==> config.mk <==
export PLATFORM = sky130hd
export DESIGN_NAME = avalon_bus_fabric
export DESIGN_NICKNAME = d
export VERILOG_FILES = /design/src/rtl/avalon_bus_fabric.sv
export SDC_FILE = /design/constraint.sdc
export NUM_CORES = 1
export LEC_CHECK = 0
export CAP_MARGIN = 20
export CELL_PAD_IN_SITES_DETAIL_PLACEMENT = 0
export CELL_PAD_IN_SITES_GLOBAL_PLACEMENT = 1
export CORE_AREA = 2 2 219 221
export DETAILED_ROUTE_END_ITERATION = 10
export DIE_AREA = 0 0 221 223
export GPL_TIMING_DRIVEN = 0
export HOLD_SLACK_MARGIN = 0.1
export PLACE_DENSITY_LB_ADDON = 0.1
export RECOVER_POWER = 100
export SKIP_CTS_REPAIR_TIMING = 1
export SLEW_MARGIN = 20
export SYNTH_ARGS = -nofsm -noshare
export SYNTH_HDL_FRONTEND = slang
export SYNTH_SLANG_ARGS = --single-unit
export TNS_END_PERCENT = 30
==> constraint.sdc <==
create_clock -name clk_i -period 5.6 [get_ports clk_i]
set_input_delay 0.56 -clock clk_i [delete_from_list [all_inputs] [get_ports clk_i]]
set_output_delay 0.56 -clock clk_i [all_outputs]
set_load 0.05 [all_outputs]
==> src/rtl/avalon_bus_fabric.sv <==
// Single-host Avalon-MM fabric: address decode to N slaves, in-order read
// return through an order FIFO, waitrequest timeout and first-error capture.
`timescale 1ns/1ps
module avalon_bus_fabric #(
    parameter int                        NUM_SLAVES      = 10,
    parameter logic [NUM_SLAVES*32-1:0]  SLV_BASE        = '0,
    parameter logic [NUM_SLAVES*32-1:0]  SLV_MASK        = '0,
    parameter int                        MAX_OUTSTANDING = 4,
    parameter int                        TIMEOUT_CYC     = 256
) (
    input  logic                     clk_i,
    input  logic                     rst_ni,
    input  logic [31:0]              h_addr_i,
    input  logic                     h_read_i,
    input  logic                     h_write_i,
    input  logic [31:0]              h_wdata_i,
    input  logic [3:0]               h_byteen_i,
    output logic                     h_waitreq_o,
    output logic [31:0]              h_rdata_o,
    output logic                     h_rdvalid_o,
    output logic                     h_rderr_o,
    output logic [NUM_SLAVES-1:0]    s_chipsel_o,
    output logic [31:0]              s_addr_o,
    output logic                     s_read_o,
    output logic                     s_write_o,
    output logic [31:0]              s_wdata_o,
    output logic [3:0]               s_byteen_o,
    input  logic [NUM_SLAVES-1:0]    s_waitreq_i,
    input  logic [NUM_SLAVES*32-1:0] s_rdata_i,
    input  logic [NUM_SLAVES-1:0]    s_rdvalid_i,
    input  logic                     err_clr_i,
    output logic                     err_valid_o,
    output logic [1:0]               err_code_o,
    output logic [31:0]              err_addr_o
);

    localparam int IW = (NUM_SLAVES > 1) ? $clog2(NUM_SLAVES) : 1;
    localparam int PW = $clog2(MAX_OUTSTANDING);
    localparam int TW = $clog2(TIMEOUT_CYC + 2);
    localparam logic [TW-1:0] TO_LAST   = TW'((TIMEOUT_CYC > 0) ? TIMEOUT_CYC - 1 : 0);
    localparam logic [PW:0]   FIFO_FULL = (PW + 1)'(MAX_OUTSTANDING);

    typedef enum logic [1:0] {
        ERR_NONE     = 2'b00,
        ERR_UNMAPPED = 2'b01,
        ERR_TIMEOUT  = 2'b10
    } err_code_t;

    typedef struct packed {
        logic          err;
        logic [IW-1:0] idx;
    } ord_t;

    logic                  mapped;
    logic [IW-1:0]         sel_idx;
    logic [31:0]           sel_mask;
    logic [NUM_SLAVES-1:0] sel_onehot;
    logic                  raw_wait;

    logic                  pending, full, rd_block, to_hit, fwd, accept, push, pop, stall;
    logic                  err_ev;
    err_code_t             err_ev_code;

    ord_t                  fifo_q [MAX_OUTSTANDING];
    ord_t                  head, push_entry;
    logic [PW-1:0]         wr_ptr_q, rd_ptr_q;
    logic [PW:0]           count_q;
    logic                  head_vld;
    logic [31:0]           head_data;

    logic [TW-1:0]         to_cnt_q;
    logic                  err_valid_q;
    err_code_t             err_code_q;
    logic [31:0]           err_addr_q;

    // Lowest-indexed matching slave wins.
    always_comb begin
        mapped     = 1'b0;
        sel_idx    = '0;
        sel_mask   = '0;
        sel_onehot = '0;
        raw_wait   = 1'b0;
        for (int unsigned i = 0; i < NUM_SLAVES; i++) begin
            if (!mapped && ((h_addr_i & SLV_MASK[32*i +: 32]) == SLV_BASE[32*i +: 32])) begin
                mapped        = 1'b1;
                sel_idx       = IW'(i);
                sel_mask      = SLV_MASK[32*i +: 32];
                sel_onehot[i] = 1'b1;
                raw_wait      = s_waitreq_i[i];
            end
        end
    end

    assign head = fifo_q[rd_ptr_q];

    always_comb begin
        head_vld  = 1'b0;
        head_data = '0;
        if (count_q != '0) begin
            if (head.err) begin
                head_vld = 1'b1;
            end else begin
                for (int unsigned i = 0; i < NUM_SLAVES; i++) begin
                    if (head.idx == IW'(i)) begin
                        head_vld  = s_rdvalid_i[i];
                        head_data = s_rdata_i[32*i +: 32];
                    end
                end
            end
        end
    end

    assign pop         = head_vld;
    assign h_rdvalid_o = head_vld;
    assign h_rderr_o   = head_vld & head.err;
    assign h_rdata_o   = (head_vld && !head.err) ? head_data : '0;

    // A pop in the same cycle frees the slot, so a read to a full FIFO may still go through.
    always_comb begin
        pending  = h_read_i | h_write_i;
        full     = (count_q == FIFO_FULL);
        rd_block = h_read_i & full & ~pop;
        to_hit   = (TIMEOUT_CYC != 0) && pending && mapped && raw_wait && !rd_block
                   && (to_cnt_q >= TO_LAST);
        h_waitreq_o = pending & (rd_block | (mapped & raw_wait & ~to_hit));
        fwd      = rst_ni & pending & mapped & ~rd_block & ~to_hit;
        accept   = pending & ~h_waitreq_o;
        push     = accept & h_read_i;
        stall    = pending & mapped & h_waitreq_o;
        push_entry.err = ~mapped | to_hit;
        push_entry.idx = sel_idx;
        err_ev      = accept & (~mapped | to_hit);
        err_ev_code = mapped ? ERR_TIMEOUT : ERR_UNMAPPED;
    end

    assign s_chipsel_o = fwd ? sel_onehot : '0;
    assign s_read_o    = fwd & h_read_i;
    assign s_write_o   = fwd & h_write_i;
    assign s_addr_o    = h_addr_i & ~sel_mask;
    assign s_wdata_o   = h_wdata_i;
    assign s_byteen_o  = h_byteen_i;

    always_ff @(posedge clk_i) begin
        if (push) begin
            fifo_q[wr_ptr_q] <= push_entry;
        end
    end

    always_ff @(posedge clk_i or negedge rst_ni) begin
        if (!rst_ni) begin
            wr_ptr_q <= '0;
            rd_ptr_q <= '0;
            count_q  <= '0;
        end else begin
            if (push) wr_ptr_q <= wr_ptr_q + PW'(1);
            if (pop)  rd_ptr_q <= rd_ptr_q + PW'(1);
            case ({push, pop})
                2'b10:   count_q <= count_q + (PW + 1)'(1);
                2'b01:   count_q <= count_q - (PW + 1)'(1);
                default: count_q <= count_q;
            endcase
        end
    end

    always_ff @(posedge clk_i or negedge rst_ni) begin
        if (!rst_ni) begin
            to_cnt_q <= '0;
        end else if (!stall) begin
            to_cnt_q <= '0;
        end else if (to_cnt_q != '1) begin
            to_cnt_q <= to_cnt_q + TW'(1);
        end
    end

    // A clear in the same cycle as a new error still lets the new error in.
    always_ff @(posedge clk_i or negedge rst_ni) begin
        if (!rst_ni) begin
            err_valid_q <= 1'b0;
            err_code_q  <= ERR_NONE;
            err_addr_q  <= '0;
        end else if (err_ev && (!err_valid_q || err_clr_i)) begin
            err_valid_q <= 1'b1;
            err_code_q  <= err_ev_code;
            err_addr_q  <= h_addr_i;
        end else if (err_clr_i) begin
            err_valid_q <= 1'b0;
        end
    end

    assign err_valid_o = err_valid_q;
    assign err_code_o  = err_code_q;
    assign err_addr_o  = err_addr_q;

endmodule

==> out/metrics.csv <==
stage,metric,value,unit
outcome,status,"finished, final reports clean",
pwr,powerDensity,278,nW/um^2
critical_path,r2r_cells,13,
sta,fin_skew,9.09,ps
sta,period_minus_slack,4520,ps
detailed_routing,drc,0,
yosys,synth_area,3190,um^2
cts,ctsHtreeMaxLevel,2,
pwr,p_leak,2.73,nW
sta,fin_hold_ws,473,ps
critical_path,arrival,3960,ps
critical_path,cp.required,5040,ps
grt,grt_max_degree,46,
sta,maxSlewViolCount,0,
detailed_routing,avgViaCountPerCell,2.48,
floorplan,core,47100,um^2
floorplan,die_y,223,um
yosys,netlist.area_leader.share,39.2,%
floorplan,dieArea,49300,um^2
detailed_routing,wire_per_inst,13.7,um
sta,finalCritPeriodShare,80.7,%
yosys,synthArstFlopShare,92.6,%
sta,hold_viol,0,
sta,fin_ws,1080,ps
cells_and_area,drive_gt1_share,18.4,%
grt,grt_antenna_before_repair,2,
cells_and_area,num_antenna_cells,0,
cts,clock-sinks,54,
pwr,vdd_drop_max,0.133,mV
yosys,synth_edf_count,4,
cts,cts_buffer_depth,2,
critical_path,end_kind,output pin,
detailed_routing,dr.pass1.iters,4,
yosys,synth-seq-cells,54,
floorplan,io_pins,563,
yosys,synth-seq-area-share,43.0,%
critical_path,path_cells,dlygate4sd3_1 > clkbuf_1 > buf_16 > inv_1 > a2111oi_0 > and2_1 > dlygate4sd3_1,
floorplan,fp.dieW,221,um
sta,tightest_slew,1020,ps
job,cap_violations,0,
critical_path,path_buf_inv,5,
detailed_routing,totalWireLength,15500,um
placed_design,numPlacedInstances,1124,
detailed_routing,vias,2809,
yosys,yosysTopAreaCell,dfrtp_1,
grt,grt_pass1_wl,22200,um
yosys,synth_area_leaders,"dfrtp_1 (39%), buf_4 (19%), mux2_1 (10%)",
critical_path,slowest_stage,dlygate4sd3_1,
critical_path,path_depth,7,
critical_path,path_delay_family,buffers and inverters,
hold_path,hold-path-cell-count,1,
placed_design,dp_slack,1580,ps
sta,slew-limit-headroom,30.5,%
cts,clk_latency,310,ps
placed_design,gp_congestion,0.773,
detailed_routing,drt_iter0_markers,85,
detailed_routing,ant_nets,0,
cts,cts_tree,built,
critical_path,crit_type,in2out,
cts,cts_buffers,5,
grt,grt_overflow,0,
placed_design,port_buffers,210,
grt,grt_use_total,6.33,%
sta,setup_viol,0,
critical_path,critPathMaxStageDelay,890,ps
cells_and_area,area_growth,95.9,%
yosys,synth.distinct_cells,42,
critical_path,cp_max_fo,45,
yosys,synth_ff_type,dfrtp_1,
yosys,synth_cells,289,
yosys,yosys_warnings,0,
grt,grt_pass1_vias,3012,
cells_and_area,fin_nets,939,
sta,rsz0062_at_grt,no,
cells_and_area,layout_common_cells,"dlygate4sd3_1 (140), buf_4 (79), clkdlybuf4s50_1 (70), dfrtp_1 (50), and2_1 (35)",
placed_design,place_hpwl,13200,um
critical_path,crit_path_start_kind,input port,
cells_and_area,mostFrequentLayoutCell,dlygate4sd3_1,
hold_path,hold_class,reg2reg,
cells_and_area,fillers,5349,
critical_path,critPathMostFrequentCell,dlygate4sd3_1,
floorplan,row_count,80,
cts,cts-root-buf,clkbuf_16,
sta,fmax,221,MHz
yosys,avgSynthCellArea,11.0,um^2
cts,path_clk_slew,80,ps
cells_and_area,fin_cells,1132,
floorplan,initial_core_util,6.77,%
-- state kept, by name, summed over array words and instances, names as in the netlist --
name         count
err_addr_o      32
to_cnt_q         9
fifo_q           4
count_q          3
rd_ptr_q         2
wr_ptr_q         2
err_code_o       1
err_valid_o      1
-- layer usage --
layer | track usage [%] | part of all wire [%] | vias to the layer above
met1 | 6.57 | 37 | 1294
li1 | - | - | 1314
met5 | 0 | 0.14 | -
met2 | 11.1 | 50 | 186
met4 | 1.62 | 1.1 | 4
met3 | 3.38 | 12 | 11
-- cell families (layout without fill, tap and decap cells) --
logic type      after synthesis  count (layout)  share of synthesized area, %
xor+xnor                     13              13                          3.57
buf+inv                      94             313                          20.5
mux                          35              35                          12.7
compound gates                8               8                          1.84
simple gates                 75              75                          14.6
other cells                   1              10                         0.117
fa+ha+maj                     9               9                          3.76
flops                        54              54                          43.0
-- worst paths after layout --
path	startpoint	endpoint	slack (ps)
worst max-delay path	rst_ni	s_read_o	1080
worst min-delay path	err_code_o[1]	err_code_o[1]	470
worst max register to register	to_cnt_q[3]	count_q[2]	2400
worst min register to register	err_code_o[1]	err_code_o[1]	470
max in group asynchronous	rst_ni	rd_ptr_q[1]	4170
min in group asynchronous	rst_ni	err_addr_o[26]	750
-- worst reg2reg max path: stages (launching register included) --
cell and delay [ps]:
dfrtp_1 420, and4_1 280, and4_1 240, ha_1 210
or3b_2 440, a31oi_1 230, nor3b_1 190, inv_1 100
ha_1 180, inv_1 60, fa_1 370, xor2_1 150
nor2_1 110, xor2_1 140
-- per-stage QoR --
stage | TNS, ps | util [%] | cell area, um^2 | power (W)
floorplan | 0 | - | 3230 | 0.00113
finish | 0 | 13.3 | 6250 | 0.00174
CTS | 0 | 13.3 | 6260 | 0.00183
detailed placement | 0 | 13.0 | 6120 | 0.00148
global placement | -67.0 | 12.9 | 6100 | 0.00149
global route | 0 | 13.3 | 6250 | 0.00185
-- area by class of cell --
cell class	instances	area [um^2]	share of cell area, %
clock buffers	5	125	2.00
multi-input cells	150	1190	19.1
plain buffers	85	616	9.84
well taps	615	769	12.3
repair buffers	212	2130	34.1
inverters	9	33.8	0.540
flip-flops and latches	54	1370	21.9
clock inverters	2	10.0	0.160
-- where the power goes --
group          switching (W)  leakage (nW)  internal (W)  total (W)
Combinational       0.000607          1.97      0.000324   0.000931
Clock               0.000158        0.0694      0.000163   0.000321
Sequential         0.0000372         0.684      0.000449   0.000487
-- cell usage after synthesis, drive strengths merged, types with 2 or more instances --
master,count
and2,39
and3,3
and4,2
buf,82
clkbuf,3
dfrtp,50
edfxtp,4
ha,8
inv,9
mux2,33
nand2,3
nand2b,2
nand3,2
nor2,12
nor3,2
xnor2,6
xor2,7
No activity file was read; power rests on OpenSTA's default activity.
